`src/rtl/elastic_pipe_reg_if.sv`:
```
// Handshake bundle for elastic_pipe_reg: producer side (in_*) and consumer side (out_*).
// The slave modport is the buffer itself; the master modport is the surrounding datapath.
interface elastic_pipe_reg_if #(
    parameter int DATA_W = 32,
    parameter int LANES  = 2
);
    logic                      in_valid;
    logic                      in_ready;
    logic [LANES*DATA_W-1:0]   in_data;
    logic                      out_valid;
    logic                      out_ready;
    logic [LANES*DATA_W-1:0]   out_data;

    modport master (
        output in_valid, in_data, out_ready,
        input  in_ready, out_valid, out_data
    );

    modport slave (
        input  in_valid, in_data, out_ready,
        output in_ready, out_valid, out_data
    );
endinterface

```
`src/rtl/elastic_pipe_reg.sv`:
```
// Elastic pipeline register: DEPTH-entry FIFO of LANES x DATA_W operand entries with registered head.
// Optional occupancy statistics (hwm, stall_cnt) are enabled by defining ELASTIC_PIPE_REG_STATS_EN.
module elastic_pipe_reg #(
    parameter int DATA_W = 32,
    parameter int LANES  = 2,
    parameter int DEPTH  = 2,
    parameter int CNT_W  = $clog2(DEPTH) + 1
) (
    input  logic              clk,
    input  logic              rst,
    input  logic              flush,
    elastic_pipe_reg_if.slave bus,
`ifdef ELASTIC_PIPE_REG_STATS_EN
    output logic [CNT_W-1:0]  hwm,
    output logic [15:0]       stall_cnt,
`endif
    output logic [CNT_W-1:0]  count
);
    localparam int PTR_W = $clog2(DEPTH);
    localparam int W     = LANES * DATA_W;

    logic [W-1:0]     mem_reg [DEPTH];
    logic [PTR_W-1:0] rd_ptr_reg, rd_ptr_next;
    logic [PTR_W-1:0] wr_ptr_reg, wr_ptr_next;
    logic [CNT_W-1:0] count_reg, count_next;
    logic [W-1:0]     out_data_reg, out_data_next;
    logic [DEPTH-1:0] wr_en;
    logic             in_ready;
    logic             push;
    logic             pop;

    // Ready comes only from registered occupancy and flush, never from out_ready.
    assign in_ready = (count_reg < CNT_W'(DEPTH)) && !flush;
    assign push     = bus.in_valid && in_ready;
    assign pop      = (count_reg != '0) && bus.out_ready;

    genvar gi;
    generate
        for (gi = 0; gi < DEPTH; gi++) begin : g_wr_en
            assign wr_en[gi] = push && (wr_ptr_reg == PTR_W'(gi));
        end
    endgenerate

    always_comb begin
        rd_ptr_next   = rd_ptr_reg;
        wr_ptr_next   = wr_ptr_reg;
        count_next    = count_reg;
        out_data_next = out_data_reg;
        if (flush) begin
            rd_ptr_next = '0;
            wr_ptr_next = '0;
            count_next  = '0;
        end else begin
            if (push) wr_ptr_next = wr_ptr_reg + PTR_W'(1);
            if (pop)  rd_ptr_next = rd_ptr_reg + PTR_W'(1);
            case ({push, pop})
                2'b10:   count_next = count_reg + CNT_W'(1);
                2'b01:   count_next = count_reg - CNT_W'(1);
                default: count_next = count_reg;
            endcase
            // Preload the register with whatever will be the head after this edge;
            // it bypasses storage when the new head is the entry being written now.
            if (count_next != '0) begin
                if (push && (wr_ptr_reg == rd_ptr_next))
                    out_data_next = bus.in_data;
                else
                    out_data_next = mem_reg[rd_ptr_next];
            end
        end
    end

    always_ff @(posedge clk or negedge rst) begin
        if (!rst) begin
            for (int i = 0; i < DEPTH; i++) mem_reg[i] <= '0;
        end else begin
            for (int i = 0; i < DEPTH; i++)
                if (wr_en[i]) mem_reg[i] <= bus.in_data;
        end
    end

    always_ff @(posedge clk or negedge rst) begin
        if (!rst) begin
            rd_ptr_reg   <= '0;
            wr_ptr_reg   <= '0;
            count_reg    <= '0;
            out_data_reg <= '0;
        end else begin
            rd_ptr_reg   <= rd_ptr_next;
            wr_ptr_reg   <= wr_ptr_next;
            count_reg    <= count_next;
            out_data_reg <= out_data_next;
        end
    end

    assign bus.in_ready  = in_ready;
    assign bus.out_valid = (count_reg != '0);
    assign bus.out_data  = out_data_reg;
    assign count         = count_reg;

`ifdef ELASTIC_PIPE_REG_STATS_EN
    logic [CNT_W-1:0] hwm_reg;
    logic [15:0]      stall_reg;

    always_ff @(posedge clk or negedge rst) begin
        if (!rst) begin
            hwm_reg   <= '0;
            stall_reg <= '0;
        end else if (flush) begin
            hwm_reg   <= '0;
            stall_reg <= '0;
        end else begin
            if (count_next > hwm_reg) hwm_reg <= count_next;
            if (bus.in_valid && !in_ready && (stall_reg != 16'hFFFF))
                stall_reg <= stall_reg + 16'd1;
        end
    end

    assign hwm       = hwm_reg;
    assign stall_cnt = stall_reg;
`endif
endmodule
```
`src/flat_wrapper.sv`:
```
// flat-port wrapper written by rule: the top's interface ports become plain ports
module elastic_pipe_reg_flat 
#(
    parameter int DATA_W = 32,
    parameter int LANES  = 2,
    parameter int DEPTH  = 2,
    parameter int CNT_W  = $clog2(DEPTH) + 1
)
  (clk, rst, flush, count, bus_in_valid, bus_in_data, bus_out_ready, bus_in_ready, bus_out_valid, bus_out_data);
  elastic_pipe_reg_if #(.DATA_W(DATA_W), .LANES(LANES)) bus_i ();
  input  logic clk;
  input  logic rst;
  input  logic flush;
  output logic [CNT_W-1:0] count;
  input wire logic [$bits(bus_i.in_valid)-1:0] bus_in_valid;
  input wire logic [$bits(bus_i.in_data)-1:0] bus_in_data;
  input wire logic [$bits(bus_i.out_ready)-1:0] bus_out_ready;
  output wire logic [$bits(bus_i.in_ready)-1:0] bus_in_ready;
  output wire logic [$bits(bus_i.out_valid)-1:0] bus_out_valid;
  output wire logic [$bits(bus_i.out_data)-1:0] bus_out_data;
  assign bus_i.in_valid = bus_in_valid;
  assign bus_i.in_data = bus_in_data;
  assign bus_i.out_ready = bus_out_ready;
  assign bus_in_ready = bus_i.in_ready;
  assign bus_out_valid = bus_i.out_valid;
  assign bus_out_data = bus_i.out_data;
  elastic_pipe_reg #(.DATA_W(DATA_W), .LANES(LANES), .DEPTH(DEPTH), .CNT_W(CNT_W)) u_core (.clk(clk), .rst(rst), .flush(flush), .bus(bus_i), .count(count));
endmodule
```
`config.mk`:
```
export PLATFORM = sky130hd
export DESIGN_NAME = elastic_pipe_reg_flat
export DESIGN_NICKNAME = d
export VERILOG_FILES = /design/src/rtl/elastic_pipe_reg_if.sv /design/src/rtl/elastic_pipe_reg.sv /design/src/flat_wrapper.sv
export SDC_FILE = /design/constraint.sdc
export NUM_CORES = 1
export LEC_CHECK = 0
export ABC_AREA = 0
export CAP_MARGIN = 40
export CORE_MARGIN = 1
export CORE_UTILIZATION = 45
export CTS_BUF_LIST = sky130_fd_sc_hd__clkbuf_8
export CTS_CLUSTER_SIZE = 24
export DETAILED_ROUTE_END_ITERATION = 10
export PLACE_DENSITY = 0.7
export SYNTH_ARGS = -nofsm -noshare
export SYNTH_HDL_FRONTEND = slang
export SYNTH_SLANG_ARGS = --single-unit
export TNS_END_PERCENT = 10
```
`constraint.sdc`:
```
create_clock -name clk -period 2.65 [get_ports clk]
set_input_delay 0.3975 -clock clk [delete_from_list [all_inputs] [get_ports clk]]
set_output_delay 0.3975 -clock clk [all_outputs]
set_load 0.02 [all_outputs]
```
Word level (Yosys, flattened, before mapping). Cells that the tools add are included.

$add $sub $neg: 4. Magnitude comparators: 2. Equal/unequal tests: 3. Muxes and demuxes: 12. Bitwise operators: 3. Reduce and logical (&&, ||, !) cells: 11.

Operators with widths (number): $mux 64 (4); $logic_and 1x1->1 (6); $reduce_bool 2->1 (3); $mux 1 (5); $mux 2 (2); $pmux 2 s2 (1); $add 1x1->1 const B (2); $add 2x1->2 const B (1); $eq 2x1->1 const B (1); $eq 2x2->1 const B (1); $ge 2x2->1 const B (1); $lt 2x2->1 const B (1); $not 1->1 (2); $not 1->2 (1); $reduce_and 2->1 (1); $sub 2x1->2 const B (1); $eq 1x1->1 (1); $logic_not 1->1 (1).

Register bits: 196. Bits of input ports: 69. Output and inout bits: 68. Logic and storage cells: 41.

Depth between registers and ports, before layout. Gate-level depths: netlist of the first run.

Word-level depth: 9. Depth in mapped cells: 11. Depth with buffers taken out: 8.

Least setup slack after synthesis of the first run. OpenSTA, ideal clock, no wires.

Path type: reg-to-reg. From: register u_core.count_reg[1], in the netlist u_core.count[1]. To: register u_core.out_data_reg[5], in the netlist u_core.bus.out_data[5]. Library setup time: 0.124 ns. Data arrival time: 2.358 ns. Data required time: 2.526 ns. Slack: 0.168 ns. Stages on the path, launching flop included: 12. Buffers on the path: 3. Clock period less this slack: 2.482 ns. Path through: dfrtp_1 -> buf_2 -> nor3b_2 -> inv_1 -> ha_1 -> nor2b_1 -> a21oi_1 -> o21ai_1 -> buf_2 -> clkbuf_1 -> nand2b_1 -> o31a_1.

Cells in the longest elaborated chain, start to end: 9. Elaborated cells between the ends (all ways): 22. Those cells by class: 2 x add/sub; 1 x order compare; 3 x eq/ne; 8 x mux; 1 x bitwise; 7 x reduce/logical.

Ends and longest elaborated chain: start, declared (line elastic_pipe_reg.sv:25) `logic [CNT_W-1:0] count_reg, count_next;`; start signal, assigned (line elastic_pipe_reg.sv:90) `count_reg <= count_next;`; parallel branches: the longest is 9 deep, another holds $lt 2x2->1; end signal, assigned (line elastic_pipe_reg.sv:91) `out_data_reg <= out_data_next;`; end, declared (line elastic_pipe_reg.sv:26) `logic [W-1:0] out_data_reg, out_data_next;`.

Several ways; the timed one is not identified. The select of a mux whose other input is x is not followed. A chain may end at the register's enable or synchronous reset.

Worst setup path after layout of the first run.
From: register u_core.count_reg[1], in the netlist u_core.count[1]. To: register u_core.out_data_reg[4], in the netlist u_core.bus.out_data[4].

Same word-level chain as after synthesis.

==> impl_metrics.sql, run 1 <==
INSERT INTO impl_metrics (metric_group, metric, value, unit) VALUES
('power', 'p_leak', '5.04', 'nW'),
('drt', 'dr.pass1.iters', '5', ''),
('drt', 'post_drt_wl_per_cell', '16.6', 'um'),
('placed_design', 'detailed_place_hpwl', '14800', 'um'),
('drt', 'wire_length_on_met1', '10800', 'um'),
('yosys', 'yosys_warnings', '0', ''),
('grt', 'grt_antenna_before_repair', '1', ''),
('timing', 'layout_worst_path_cycle_share', '89.2', '%'),
('cts', 'clkSinkCount', '196', ''),
('layout', 'filler_cell_count', '1874', ''),
('timing', 'final_max_slew_viol_count', '0', ''),
('cts', 'worstSkewPairLatency', '0.47', 'ns'),
('floorplanning', 'io_pins', '137', ''),
('cts', 'clock_path_buffers', '2', ''),
('floorplanning', 'die_y', '148', 'um'),
('timing', 'timing.max_slew.rel_slack', '56.7', '%'),
('placed_design', 'io_buffer_count', '136', ''),
('critical_path', 'critical_path.startpoint_type', 'flop', ''),
('cts', 'cts.htree.levels', '4', ''),
('drt', 'route.met3.wl', '1470', 'um'),
('yosys', 'synthDistinctLibCells', '34', ''),
('cts', 'clk_root_buffer_cell', 'sky130_fd_sc_hd__clkbuf_8', ''),
('yosys', 'synthesis.area_per_instance', '8.85', 'sq um'),
('min_path', 'min-delay-path-class', 'reg -> reg', ''),
('floorplanning', 'core_area', '20600', 'sq um'),
('floorplanning', 'die-area', '21900', 'sq um'),
('drt', 'vias_per_cell', '5.65', ''),
('drt', 'vias', '8278', ''),
('flow_run', 'drv_cap', '0', ''),
('drt', 'met2_wirelength', '11700', 'um'),
('cts', 'numCtsBuffers', '17', ''),
('layout', 'largest_register_ffs', '128', ''),
('drt', 'routed_wl', '24300', 'um'),
('drt', 'top_signal_layer_used', 'met4', ''),
('yosys', 'ys_seq_area_share', '51.2', '%'),
('drt', 'route.detailed.drc', '0', ''),
('cts', 'post_cts_resize_count', '0', ''),
('yosys', 'netlist_instances', '1082', ''),
('timing', 'timing.final.setup_violations', '0', ''),
('timing', 'final.min_clock_period', '2.36', 'ns'),
('timing', 'final_hold_viol_count', '0', ''),
('timing', 'timing.fmax', '423', 'MHz'),
('cts', 'cts.clk_slew.worst_paths', '0.11', 'ns'),
('timing', 'fin_skew', '0.0157', 'ns'),
('yosys', 'syn-cell-area', '9570', 'sq um'),
('layout', 'fin_nets', '1250', ''),
('grt', 'wire_length_of_the_first_global_routing_pass', '40000', 'um'),
('floorplanning', 'chipWidth', '148', 'um'),
('grt', 'grt_max_degree', '97', ''),
('power', 'power-per-cell-area', '1020', 'nW/um^2'),
('layout', 'postLayoutCellArea', '11700', 'sq um'),
('critical_path', 'worst-path-max-fanout', '16', ''),
('floorplanning', 'floorplan.initialDensity', '46.6', '%'),
('yosys', 'syn-num-nets', '1152', ''),
('grt', 'globalRouteOverflowTotal', '0', ''),
('layout', 'utilization', '56.7', '%'),
('critical_path', 'timing.critical_path.slowest_stage_cell', 'sky130_fd_sc_hd__dfrtp_1', ''),
('placed_design', 'place.gp.congestion', '0.764', ''),
('layout', 'flow.area_growth_from_synthesis', '21.8', '%'),
('grt', 'groute.usage.overall', '23.0', '%'),
('timing', 'max_slew.worst_pin.slew', '0.650', 'ns'),
('drt', 'antenna_violating_nets_post_route', '0', ''),
('cts', 'postCtsSetupBuffers', '0', ''),
('layout', 'drive_above_1_share', '6.54', '%'),
('critical_path', 'end_kind', 'flop', ''),
('grt', 'first_global_vias', '7869', ''),
('cts', 'holdBufCountCts', '1', ''),
('power', 'peakVddDrop', '0.000464', 'V'),
('drt', 'drt_first_iter_violations', '629', ''),
('critical_path', 'critical_path.cell_chain', 'nor3b_2, inv_1, ha_1, nor2b_1, a21oi_1, o21ai_4, buf_4, nand2b_1, o31a_1', ''),
('cts', 'tritoncts_clock_tree', 'yes', ''),
('critical_path', 'critPathKind', 'reg -> reg', ''),
('timing', 'grt_setup_unrepaired', 'no', ''),
('run_status', 'outcome', 'finished, final reports clean', ''),
('floorplanning', 'fp-row-count', '52', ''),
('critical_path', 'crit_required', '3.00', 'ns'),
('critical_path', 'critical_path.max_stage_delay', '0.47', 'ns'),
('yosys', 'seq_cells_post_synth', '196', ''),
('critical_path', 'arrival_time_of_the_worst_setup_path', '2.71', 'ns'),
('placed_design', 'placed_area', '11300', 'sq um');
[synth_stat cells (all sizes together)]
cell type,n,area share (%)
mux2i,1,0.10
nor3,1,0.052
and3,1,0.065
o221ai,63,5.8
o21a,1,0.16
a221oi,1,0.27
and2,1,0.065
o31a,63,5.8
a31oi,1,0.065
nand3,63,3.3
a21oi,67,3.5
nor3b,1,0.13
inv,68,2.7
nor2b,2,0.13
clkbuf,43,1.7
dfrtp,196,51
or2,1,0.065
nand2b,63,4.1
buf,48,3.0
xnor2,2,0.18
nor2,4,0.24
mux2,2,0.24
ha,1,0.13
or3,2,0.13
o21ai,131,6.9
o22ai,1,0.065
nand2,254,10
[layout make-up]
cell class / instances / area, sq um / share of cell area, %
sequential: 196 / 4910 / 42.1
multi-input combinational: 727 / 4000 / 34.3
timing repair buffer: 170 / 1770 / 15.2
tap: 270 / 338 / 2.90
inverter: 68 / 255 / 2.19
clock buffer: 18 / 248 / 2.12
clock inverter: 14 / 143 / 1.22
antenna: 1 / 2.50 / 0.0215
[report_power, final]
group	total [mW]	internal, mW	switching [mW]
registers	4.78	4.12	0.659
clock network	1.95	0.796	1.15
logic	5.14	2.41	2.73
total	11.9	7.33	4.54
[cells in the final DEF (no fill, tap or decap), drive strengths merged, types with 19 or more instances in the layout]
| cell type | Yosys | routed |
|---|---|---|
| clkdlybuf4s50 | 0 | 135 |
| nand2b | 63 | 63 |
| inv | 68 | 73 |
| buf | 48 | 33 |
| a21oi | 67 | 67 |
| dfrtp | 196 | 196 |
| o221ai | 63 | 63 |
| nand2 | 254 | 254 |
| o21ai | 131 | 131 |
| o31a | 63 | 63 |
| nand3 | 63 | 63 |
| clkbuf | 43 | 19 |
[final timing paths]
check	from	to	slack, ns	cells after the start
setup reg to reg	u_core.count[1]	u_core.bus.out_data[4]	0.29	9
min in group asynchronous	rst	u_core.mem_reg[70]	0.50	2
hold / removal	u_core.mem_reg[46]	u_core.mem_reg[46]	0.48	2
setup / recovery	u_core.count[1]	u_core.bus.out_data[4]	0.29	9
hold reg to reg	u_core.mem_reg[46]	u_core.mem_reg[46]	0.48	2
max in group asynchronous	rst	u_core.mem_reg[105]	1.49	3
[critical path: cells and delay by family, from the launching register on]
family | cells | cell delay [ns]
DFF | 1 | 0.47
AOI/OAI and AO/OA | 3 | 0.55
adders and majority gates | 1 | 0.31
buffers and inverters | 2 | 0.37
and+or+nand+nor | 3 | 0.52
[logic make-up (layout without fill, tap and decap cells)]
logic type      after synthesis  in the layout  synth area share, %
flops                       196            196                 51.2
compound gates              328            328                 22.5
simple gates                393            393                 18.2
mux                           3              3                0.340
xor+xnor                      2              2                0.183
buf+inv                     159            270                 7.37
other cells                   0              1                    0
fa+ha+maj                     1              1                0.131
[metal layers]
| layer | up-vias | track usage (%) |
|---|---|---|
| met5 | - | 0 |
| met3 | 23 | 4.38 |
| met2 | 257 | 37.4 |
| met1 | 4058 | 31.2 |
| met4 | 0 | 6.96 |
| li1 | 3940 | - |
[stage by stage]
stage	std cells	setup TNS (ns)	power [mW]	hold WS [ns]	worst slack (ns)
floorplan	1082	0	8.02	0.102	0.168
global placement	1430	-0.749	9.87	0.457	-0.0469
detailed placement	1430	-2.08	9.98	0.462	-0.0814
CTS	1463	0	12.0	0.490	0.266
global route	1464	0	12.7	0.501	0.110
finish	1464	0	11.9	0.484	0.287
Note: power is estimated with default switching activity, not from simulation.
==> run 2, diff against run 1 <==
Settings changed: SKIP_LAST_GASP set to 1.
==> results of run 2 <==
The final DEF is identical to that of run 1; final timing and power are the same.
==> run 3, diff against run 2 <==
Settings changed: PLACE_DENSITY 0.7 to 0.73.
Clock period 2.65 ns to 2.1 ns, I/O delays scaled along.
==> run 3 against run 2 <==
Compared with the run above:
- the run now ends with negative setup slack left
- sequential power increased by 26%
- via count increased by 4.2%
- combinational power increased by 41%
- critical path depth increased by 1
- count of clock-buffer cells in the layout unchanged
- clock skew about the same
- first-iteration DRC count increased by 7.2%
- highest routed layer unchanged
- final cell count increased by 5.5%
- global-route usage increased by 1.5 points
- non-clock buffer count increased by 79
==> impl_metrics.sql, run 3 (synthesis gave the netlist of run 1 again) <==
INSERT INTO impl_metrics (metric_group, metric, value, unit) VALUES
('run_status', 'outcome', 'finished with violations', ''),
('run_status', 'failed_checks', 'negative setup slack', ''),
('power', 'peakVddDrop', '0.000660', 'V'),
('floorplanning', 'die-area', '21900', 'sq um'),
('placed_design', 'count_of_placed_standard_cells_including_taps', '1498', ''),
('timing', 'hold-worst-slack', '0.376', 'ns'),
('floorplanning', 'fp-row-count', '52', ''),
('cts', 'clkSinkCount', '196', ''),
('timing', 'fin_skew', '0.0154', 'ns'),
('placed_design', 'io_buffer_count', '136', ''),
('power', 'power-per-cell-area', '1250', 'nW/um^2'),
('timing', 'max_slew.worst_pin.slew', '0.533', 'ns'),
('grt', 'globalRouteOverflowTotal', '0', ''),
('grt', 'met3_usage', '4.57', '%'),
('drt', 'routed_wl', '26500', 'um'),
('power', 'intPower', '9.75', 'mW'),
('critical_path', 'crit_required', '2.46', 'ns'),
('grt', 'first_global_vias', '8397', ''),
('floorplanning', 'chipWidth', '148', 'um'),
('drt', 'antenna_violating_nets_post_route', '0', ''),
('layout', 'postLayoutCellArea', '12700', 'sq um'),
('min_path', 'min-delay-path-class', 'in -> async', ''),
('layout', 'drive_above_1_share', '13.2', '%'),
('drt', 'route.detailed.drc', '0', ''),
('grt', 'grt_antenna_before_repair', '1', ''),
('flow_run', 'drv_cap', '0', ''),
('grt', 'gr-usage-met2', '39.6', '%'),
('timing', 'final.setup.worst_slack', '-0.0792', 'ns'),
('power', 'clock_power_share', '15.6', '%'),
('critical_path', 'worst-path-max-fanout', '24', ''),
('floorplanning', 'die_y', '148', 'um'),
('timing', 'timing.fmax', '459', 'MHz'),
('cts', 'clk_root_buffer_cell', 'sky130_fd_sc_hd__clkbuf_8', ''),
('cts', 'numCtsBuffers', '17', ''),
('critical_path', 'critPathKind', 'reg -> reg', ''),
('critical_path', 'critical_path.cell_chain', 'nor3b_4, inv_2, ha_4, nor2b_4, a21oi_4, o21ai_4, buf_12, buf_12, nand2b_1, o31a_1', ''),
('critical_path', 'arrival_time_of_the_worst_setup_path', '2.54', 'ns'),
('drt', 'vias_per_cell', '5.58', ''),
('layout', 'fin_cells', '1545', ''),
('floorplanning', 'core_area', '20600', 'sq um'),
('critical_path', 'timing.critical_path.slowest_stage_cell', 'sky130_fd_sc_hd__dfrtp_2', ''),
('layout', 'utilization', '61.6', '%'),
('grt', 'grt-busiest-layer', 'met2', ''),
('drt', 'post_drt_wl_per_cell', '17.2', 'um'),
('drt', 'drt_first_iter_violations', '674', ''),
('timing', 'timing.max_slew.rel_slack', '64.5', '%'),
('layout', 'flow.area_growth_from_synthesis', '32.3', '%'),
('critical_path', 'critical_path.max_stage_delay', '0.46', 'ns'),
('placed_design', 'dp_worst_setup_slack', '-0.565', 'ns'),
('power', 'p_sw', '6.02', 'mW'),
('timing', 'setup_tns', '-2.92', 'ns'),
('drt', 'dr.pass1.iters', '5', ''),
('cts', 'clock_path_buffers', '2', ''),
('critical_path', 'crit_buf_inv', '3', ''),
('timing', 'final.min_clock_period', '2.18', 'ns'),
('power', 'total_power', '15.8', 'mW'),
('placed_design', 'detailed_place_hpwl', '16200', 'um'),
('critical_path', 'critical-path-top-delay-family', 'simple AND/OR/NAND/NOR gates', ''),
('timing', 'final_hold_viol_count', '0', ''),
('critical_path', 'cp_common_cell', 'sky130_fd_sc_hd__buf_12', ''),
('power', 'combPwrFrac', '46.0', '%'),
('cts', 'cts.htree.levels', '4', ''),
('layout', 'fin_nets', '1330', ''),
('layout', 'mostFrequentLayoutCells', 'sky130_fd_sc_hd__nand2_1 (253), sky130_fd_sc_hd__dfrtp_1 (194), sky130_fd_sc_hd__clkdlybuf4s50_1 (133), sky130_fd_sc_hd__o21ai_0 (121), sky130_fd_sc_hd__buf_4 (79)', ''),
('grt', 'met1_usage', '33.6', '%'),
('floorplanning', 'io_pins', '137', ''),
('power', 'fraction_of_power_spent_switching_nets', '38.2', '%'),
('power', 'power_frac_seq', '38.3', '%'),
('placed_design', 'placed_area', '12000', 'sq um'),
('grt', 'wire_length_of_the_first_global_routing_pass', '42500', 'um'),
('timing', 'layout_worst_path_cycle_share', '104', '%'),
('timing', 'grt_setup_unrepaired', 'yes', ''),
('cts', 'worstSkewPairLatency', '0.48', 'ns'),
('layout', 'commonest_non_fill_non_tap_cell_in_the_layout', 'sky130_fd_sc_hd__nand2_1', ''),
('timing', 'final_max_slew_viol_count', '0', ''),
('placed_design', 'place.gp.congestion', '0.790', ''),
('power', 'p_leak', '5.58', 'nW'),
('critical_path', 'critical_path.startpoint_type', 'flop', ''),
('timing', 'timing.final.setup_violations', '60', ''),
('grt', 'grt_max_degree', '69', ''),
('floorplanning', 'floorplan.initialDensity', '46.6', '%'),
('cts', 'cts.clk_slew.worst_paths', '0.10', 'ns'),
('cts', 'tritoncts_clock_tree', 'yes', ''),
('critical_path', 'end_kind', 'flop', ''),
('grt', 'groute.usage.overall', '24.5', '%'),
('drt', 'vias', '8625', ''),
('layout', 'largest_register_ffs', '128', '');
[run 3: cell types whose count changed in the layout (fill, tap and decap cells not counted), sizes merged]
cell and change:
diode +1, buf +75, dlygate4sd2 +1, inv +1
dlymetal6s2s +1, clkinv -1, clkdlybuf4s50 -2, o21ai +1
clkbuf +4
[run 3: worst reg2reg max path, stage by stage (launching register included)]
cell and delay, ns:
sky130_fd_sc_hd__dfrtp_2 0.46, sky130_fd_sc_hd__nor3b_4 0.21, sky130_fd_sc_hd__inv_2 0.08, sky130_fd_sc_hd__ha_4 0.26, sky130_fd_sc_hd__nor2b_4 0.18, sky130_fd_sc_hd__a21oi_4 0.09
sky130_fd_sc_hd__o21ai_4 0.24, sky130_fd_sc_hd__buf_12 0.19, sky130_fd_sc_hd__buf_12 0.17, sky130_fd_sc_hd__nand2b_1 0.09, sky130_fd_sc_hd__o31a_1 0.10
[run 3: worst paths after layout]
path / start / endpoint / slack (ns) / depth (start not counted)
setup / recovery: u_core.count[1] / u_core.bus.out_data[40] / -0.08 / 10
setup reg to reg: u_core.count[1] / u_core.bus.out_data[40] / -0.08 / 10
hold reg to reg: u_core.mem_reg[37] / u_core.mem_reg[37] / 0.49 / 2
min in group clk: bus_in_data[60] / u_core.mem_reg[124] / 0.44 / 3
hold / removal: rst / u_core.bus.out_data[16] / 0.38 / 2
max in group asynchronous: rst / u_core.bus.out_data[38] / 1.05 / 3
[run 3: layer usage]
layer | wire, um | vias to the layer above | share of wire, %
li1 | - | 4094 | -
met1 | 11800 | 4220 | 44
met2 | 12700 | 278 | 48
met3 | 1550 | 33 | 5.8
met4 | 516 | 0 | 1.9
met5 | 0 | - | 0
[run 3: timing repair]
item,4_1_cts,5_1_grt
setup endpoints to repair,65,63
pin swaps,2,1
hold buffers,1,0
resized for setup,8,6
hold endpoints to repair,49,0
setup buffers,5,0
cloned,3,4
[run 3: layout make-up]
cell class	count	area [sq um]
Tap cell	270	338
Fill cell	1740	7900
Antenna cell	2	5.00
Inverter	68	255
Sequential cell	196	4910
Clock buffer	18	248
Multi-Input combinational cell	728	4100
Clock inverter	14	143
Timing Repair Buffer	249	2670
[run 3: power by group through the flow]
stage | clock [mW] | combinational [mW] | sequential (mW)
global placement | 0 | 6.71 | 6.07
CTS | 2.51 | 7.12 | 6.02
global route | 2.66 | 7.91 | 6.20
finish | 2.46 | 7.26 | 6.04
detailed placement | 0 | 6.90 | 6.07
floorplan | 0 | 3.63 | 6.61
==> variant 1, RTL diff (flow settings as in run 3) <==
`DEPTH` is set to 2 in 2 places; all go to 4.
--- a/src/rtl/elastic_pipe_reg.sv
+++ b/src/rtl/elastic_pipe_reg.sv
@@ -4,5 +4,5 @@
     parameter int DATA_W = 32,
     parameter int LANES  = 2,
-    parameter int DEPTH  = 2,
+    parameter int DEPTH  = 4,
     parameter int CNT_W  = $clog2(DEPTH) + 1
 ) (
--- a/src/flat_wrapper.sv
+++ b/src/flat_wrapper.sv
@@ -4,5 +4,5 @@
     parameter int DATA_W = 32,
     parameter int LANES  = 2,
-    parameter int DEPTH  = 2,
+    parameter int DEPTH  = 4,
     parameter int CNT_W  = $clog2(DEPTH) + 1
 )
Interface: changed (resized count); port bits go from 137 to 138. The function was not compared with the original's and may differ.
==> variant 1 against run 3 <==
The run still ends with negative setup slack left; via count increased by 60%; first-iteration DRC count increased by 64%; final cell count increased by 43%; clock power increased by 130%; design area increased by 65%; clock skew increased by 0.025 ns; sequential cell count increased by 131; global-route usage decreased by 0.60 points; total power increased by 130%; routed wire length increased by 77%; synthesized area increased by 78%; worst setup slack got worse by 0.65 ns; fmax decreased by 23%; sequential share of layout area increased by 0.44 points; critical endpoint is now u_core.bus.out_data[21]$_DFFE_PN0P_; highest routed layer unchanged.
==> variant 1: results (changes against run 3) <==
{
  "num-fill-cells": {"value": 3094, "change": "was 1740"},
  "vias_per_cell": {"value": 6.24, "change": "was 5.58"},
  "area.share.sequential": {"value": 0.392, "change": "was 0.388"},
  "regArea": {"value": 8190, "unit": "µm²", "change": "was 4910 µm²"},
  "total_leakage_power": {"value": 0.00826, "unit": "µW", "change": "was 0.00558 µW"},
  "max-vdd-ir-drop": {"value": 840, "unit": "µV", "change": "was 660 µV"},
  "drt-total-wl": {"value": 47.0, "unit": "mm", "change": "was 26.5 mm"},
  "syn_inst": {"value": 1565, "change": "was 1082"},
  "htree_num_levels": {"value": 2, "change": "was 4"},
  "worst_slack": {"value": -0.730, "unit": "ns", "change": "was -0.0792 ns"},
  "drive_gt1_frac": {"value": 0.267, "change": "was 0.132"},
  "synth.top_cells.by_count": {"value": "sky130_fd_sc_hd__dfrtp_1, sky130_fd_sc_hd__mux2_2, sky130_fd_sc_hd__nor3_1, sky130_fd_sc_hd__clkbuf_1, sky130_fd_sc_hd__nor2_1", "change": "was sky130_fd_sc_hd__nand2_1, sky130_fd_sc_hd__dfrtp_1, sky130_fd_sc_hd__o21ai_0, sky130_fd_sc_hd__inv_1, sky130_fd_sc_hd__a21oi_1"},
  "clock_latency": {"value": 0.61, "unit": "ns", "change": "was 0.48 ns"},
  "status": {"value": "finished, violations left", "change": "unchanged"},
  "relative_area_of_non_clock_buffer_cells_in_the_final_design": {"value": 0.121, "change": "was 0.211"},
  "report.final.setup_viol": {"value": 323, "change": "was 60"},
  "largest_register_ffs": {"value": 256, "change": "was 128"},
  "cts.clk_slew.worst_paths": {"value": 0.06, "unit": "ns", "change": "was 0.10 ns"},
  "placedCellCount": {"value": 2108, "change": "was 1498"},
  "clock_buffers": {"value": 66, "change": "was 18"},
  "violations": {"value": "negative setup slack", "change": "unchanged"},
  "placed_area": {"value": 19500, "unit": "µm²", "change": "was 12000 µm²"},
  "multi_input_comb_cells": {"value": 1063, "change": "was 728"},
  "grtUsageTotal": {"value": 0.239, "change": "was 0.245"},
  "layout.non_clock_buffers": {"value": 217, "change": "was 249"}
}
[variant 1: cell count changes in the layout (fill, tap and decap cells not counted), moves of 64 or more]
cell                             run 3  this run
sky130_fd_sc_hd__mux2_2              1       256
sky130_fd_sc_hd__nand2_1           253        67
sky130_fd_sc_hd__dfrtp_1           194       323
sky130_fd_sc_hd__nor3_1              1       126
sky130_fd_sc_hd__nor2_1              3        68
sky130_fd_sc_hd__mux2i_1             1        65
sky130_fd_sc_hd__nor3b_1             0        64
[variant 1: path summary, 6_finish.rpt]
| kind | end | slack [ns] | startpoint | cells past startpoint |
|---|---|---|---|---|
| setup / recovery | u_core.bus.out_data[21]$_DFFE_PN0P_ | -0.73 | u_core.count[0]$_DFF_PN0_ | 10 |
| hold / removal | u_core.mem_reg[72]$_DFFE_PN0P_ | 0.20 | rst | 2 |
| setup reg to reg | u_core.bus.out_data[21]$_DFFE_PN0P_ | -0.73 | u_core.count[0]$_DFF_PN0_ | 10 |
| hold reg to reg | u_core.mem_reg[169]$_DFFE_PN0P_ | 0.50 | u_core.mem_reg[169]$_DFFE_PN0P_ | 1 |
| max in group asynchronous | u_core.bus.out_data[36]$_DFFE_PN0P_ | 1.08 | rst | 4 |
| min in group clk | u_core.mem_reg[72]$_DFFE_PN0P_ | 0.44 | bus_in_data[8] | 2 |
[variant 1: per-layer routing]
metal	vias to the layer above	part of all wire	GRT usage
met2	509	0.47	0.379
li1	6153	-	-
met4	0	0.028	0.0953
met1	7051	0.44	0.325
met3	109	0.068	0.0433
met5	-	0	0
[variant 1: power by group]
| group | total (µW) | leakage (µW) | switching, µW | internal (µW) |
|---|---|---|---|---|
| Clock | 5680 | 0.000642 | 2600 | 3090 |
| Sequential | 11600 | 0.00398 | 2080 | 9480 |
| Combinational | 18700 | 0.00364 | 10100 | 8620 |
[variant 1: cells by family (layout without fill, tap and decap cells)]
family                   Yosys count  in the layout  synth area share
AO/OA/AOI/OAI                    392            392             0.165
XOR/XNOR                           6              6           0.00308
adder cells (fa/ha/maj)            6              6           0.00483
buffers and inverters            175            319            0.0412
flip-flops                       327            327             0.479
multiplexers                     321            321             0.207
other                              0              1                 0
AND/OR/NAND/NOR                  338            338             0.100
[variant 1: worst max-delay path: stages (launching register included)]
cell	delay (ns)
sky130_fd_sc_hd__dfrtp_2	0.42
sky130_fd_sc_hd__o31ai_4	0.36
sky130_fd_sc_hd__inv_6	0.05
sky130_fd_sc_hd__ha_4	0.17
sky130_fd_sc_hd__fa_2	0.35
sky130_fd_sc_hd__xnor2_2	0.15
sky130_fd_sc_hd__or3_4	0.40
sky130_fd_sc_hd__a41o_4	0.30
sky130_fd_sc_hd__clkbuf_16	0.21
sky130_fd_sc_hd__a31oi_1	0.16
sky130_fd_sc_hd__a21oi_1	0.09
==> variant 2, RTL diff (flow settings as in run 3) <==
Made on the original files. `out_data_reg` no longer has a reset.
--- a/src/rtl/elastic_pipe_reg.sv
+++ b/src/rtl/elastic_pipe_reg.sv
@@ -84,11 +84,13 @@
             wr_ptr_reg   <= '0;
             count_reg    <= '0;
-            out_data_reg <= '0;
         end else begin
             rd_ptr_reg   <= rd_ptr_next;
             wr_ptr_reg   <= wr_ptr_next;
             count_reg    <= count_next;
-            out_data_reg <= out_data_next;
         end
+    end
+
+    always_ff @(posedge clk) begin
+        out_data_reg <= out_data_next;
     end
 
Formal check against the unedited RTL: not equivalent (a bounded check fails within 4 cycles, from zero or initial values and one cycle with rst low).
==> variant 2 against run 3 <==
The flow still finishes with violations (negative setup slack); sequential cell count is the same; first-iteration DRC count grew 9.2%; total power grew 23%; design area shrank 7.0%; non-clock buffer count shrank 54; synthesized area shrank 3.9%; worst setup slack lost 0.067 ns; routed wire length shrank 6.2%; largest cell class unchanged; highest routed layer unchanged.
==> variant 2: results (changes against run 3) <==
{
  "worst-slew-pin-transition": {"value": 0.574, "unit": "ns", "change": "was 0.533 ns"},
  "first_pass_grt_wire_length": {"value": 39.6, "unit": "mm", "change": "was 42.5 mm"},
  "synth_seq_area_share": {"value": 0.568, "change": "was 0.512"},
  "synth_edf_count": {"value": 64, "change": "was 0"},
  "critical_path_arrival": {"value": 2.41, "unit": "ns", "change": "was 2.54 ns"},
  "via_count": {"value": 7161, "change": "was 8625"},
  "worst_slack": {"value": -0.146, "unit": "ns", "change": "was -0.0792 ns"},
  "dr.first_iter.drc_count": {"value": 736, "change": "was 674"},
  "num-fill-cells": {"value": 1482, "change": "was 1740"},
  "dp_hpwl": {"value": 15.2, "unit": "mm", "change": "was 16.2 mm"},
  "grtUsageTotal": {"value": 0.238, "change": "was 0.245"},
  "drt_pre_antenna_iters": {"value": 7, "change": "was 5"},
  "synthXorXnorAreaFrac": {"value": 0.00381, "change": "was 0.00183"},
  "power.net_switching": {"value": 7070, "unit": "µW", "change": "was 6020 µW"},
  "layout.nets": {"value": 890, "change": "was 1330"},
  "placed_area": {"value": 11200, "unit": "µm²", "change": "was 12000 µm²"},
  "met3RoutedLength": {"value": 1.82, "unit": "mm", "change": "was 1.55 mm"},
  "max-vdd-ir-drop": {"value": 781, "unit": "µV", "change": "was 660 µV"},
  "gp_congestion": {"value": 0.807, "change": "was 0.790"},
  "ys_types": {"value": 35, "change": "was 34"},
  "synthArstFlopShare": {"value": 0.673, "change": "was 1.00"},
  "worst_r2r_endpoint": {"value": "u_core.bus.out_data[48]$_DFFE_PP_", "change": "was u_core.bus.out_data[40]$_DFFE_PN0P_"},
  "report.final.setup_viol": {"value": 65, "change": "was 60"},
  "synth.net_count": {"value": 751, "change": "was 1152"},
  "violations": {"value": "negative setup slack", "change": "unchanged"},
  "met1Wirelength": {"value": 9.78, "unit": "mm", "change": "was 11.8 mm"},
  "grt_start_max_net_pins": {"value": 61, "change": "was 69"},
  "post-place-ws": {"value": -0.524, "unit": "ns", "change": "was -0.565 ns"},
  "grt_pass1_vias": {"value": 7507, "change": "was 8397"},
  "synth.top_cells.by_count": {"value": "sky130_fd_sc_hd__dfrtp_1, sky130_fd_sc_hd__mux2_2, sky130_fd_sc_hd__edfxtp_1", "change": "was sky130_fd_sc_hd__nand2_1, sky130_fd_sc_hd__dfrtp_1, sky130_fd_sc_hd__o21ai_0, sky130_fd_sc_hd__inv_1, sky130_fd_sc_hd__a21oi_1"},
  "status": {"value": "finished, violations left", "change": "unchanged"},
  "setup_total_negative_slack": {"value": -8.07, "unit": "ns", "change": "was -2.92 ns"},
  "drt-wirelength-per-cell": {"value": 22.6, "unit": "µm", "change": "was 17.2 µm"},
  "synthAdderAreaFrac": {"value": 0.00136, "change": "was 0.00131"},
  "muxShareOfSynthArea": {"value": 0.158, "change": "was 0.00340"},
  "synth_compound_gate_area_share": {"value": 0.170, "change": "was 0.225"},
  "wl_met2": {"value": 12.8, "unit": "mm", "change": "was 12.7 mm"},
  "skew": {"value": 0.0165, "unit": "ns", "change": "was 0.0154 ns"},
  "drive_gt1_frac": {"value": 0.304, "change": "was 0.132"}
}
variant 2: cell count changes after synthesis, moves of 63 or more:
cell                       change
sky130_fd_sc_hd__a21oi_1      -66
sky130_fd_sc_hd__a22oi_1      +63
sky130_fd_sc_hd__dfrtp_1      -64
sky130_fd_sc_hd__edfxtp_1     +64
sky130_fd_sc_hd__inv_1        -68
sky130_fd_sc_hd__mux2_2      +128
sky130_fd_sc_hd__nand2_1     -254
sky130_fd_sc_hd__nand3_1      -63
sky130_fd_sc_hd__nand4_1      +63
sky130_fd_sc_hd__o21ai_0     -120
sky130_fd_sc_hd__o221ai_1     -63
sky130_fd_sc_hd__o31a_1       -63
variant 2: layer usage:
layer,vias to the layer above,global-route usage
li1,3077,-
met1,3657,0.294
met2,383,0.404
met3,44,0.0516
met4,0,0.0941
met5,-,0
variant 2: kinds of logic (layout without fill, tap and decap cells):
group | Yosys count | in the layout
other cells | 0 | 1
flops | 196 | 196
compound gates | 196 | 196
fa+ha+maj | 1 | 1
mux | 129 | 129
xor+xnor | 4 | 4
simple gates | 79 | 79
buf+inv | 76 | 228
variant 2: what timing repair did:
| action | 4_1_cts | 5_1_grt |
|---|---|---|
| setup endpoints to repair | 66 | 84 |
| resized for setup | 0 | 1 |
| pin swaps | 0 | 1 |
| hold buffers | 1 | 0 |
| endpoints found under the hold margin | 47 | 0 |
| buffers inserted | 0 | 2 |
| gates cloned | 0 | 2 |
variant 2: how the worst max path moves through the flow:
stage | from | end | slack (ns)
5_1_grt | u_core.count[1]$_DFF_PN0_ | u_core.bus.out_data[39]$_DFFE_PP_ | -0.21
6_report | u_core.count[1]$_DFF_PN0_ | u_core.bus.out_data[48]$_DFFE_PP_ | -0.15
3_3_place_gp | bus_in_valid | u_core.bus.out_data[37]$_DFFE_PP_ | -0.48
4_1_cts | u_core.count[1]$_DFF_PN0_ | u_core.bus.out_data[41]$_DFFE_PP_ | -0.14
3_5_place_dp | flush | u_core.bus.out_data[37]$_DFFE_PP_ | -0.52
2_1_floorplan | u_core.count[1]$_DFF_PN0_ | u_core.bus.out_data[0]$_DFFE_PP_ | -0.91
variant 2: cell type report:
class                           count  area (µm²)  share of cell area
Inverter                            1        3.75            0.000319
Clock inverter                     15         229              0.0194
Tap cell                          265         332              0.0282
Clock buffer                       17         234              0.0199
Multi-Input combinational cell    409        3650               0.310
Timing Repair Buffer              195        2100               0.178
Sequential cell                   196        5230               0.444
Antenna cell                        1        2.50            0.000212
variant 2: stage by stage:
stage,std cells,total power (µW),utilization,hold slack [ns]
floorplan,681,12900,-,0.0194
global placement,1061,15900,0.570,0.284
detailed placement,1061,16400,0.570,0.297
CTS,1094,19200,0.594,0.349
global route,1099,20400,0.597,0.353
finish,1099,19400,0.597,0.342
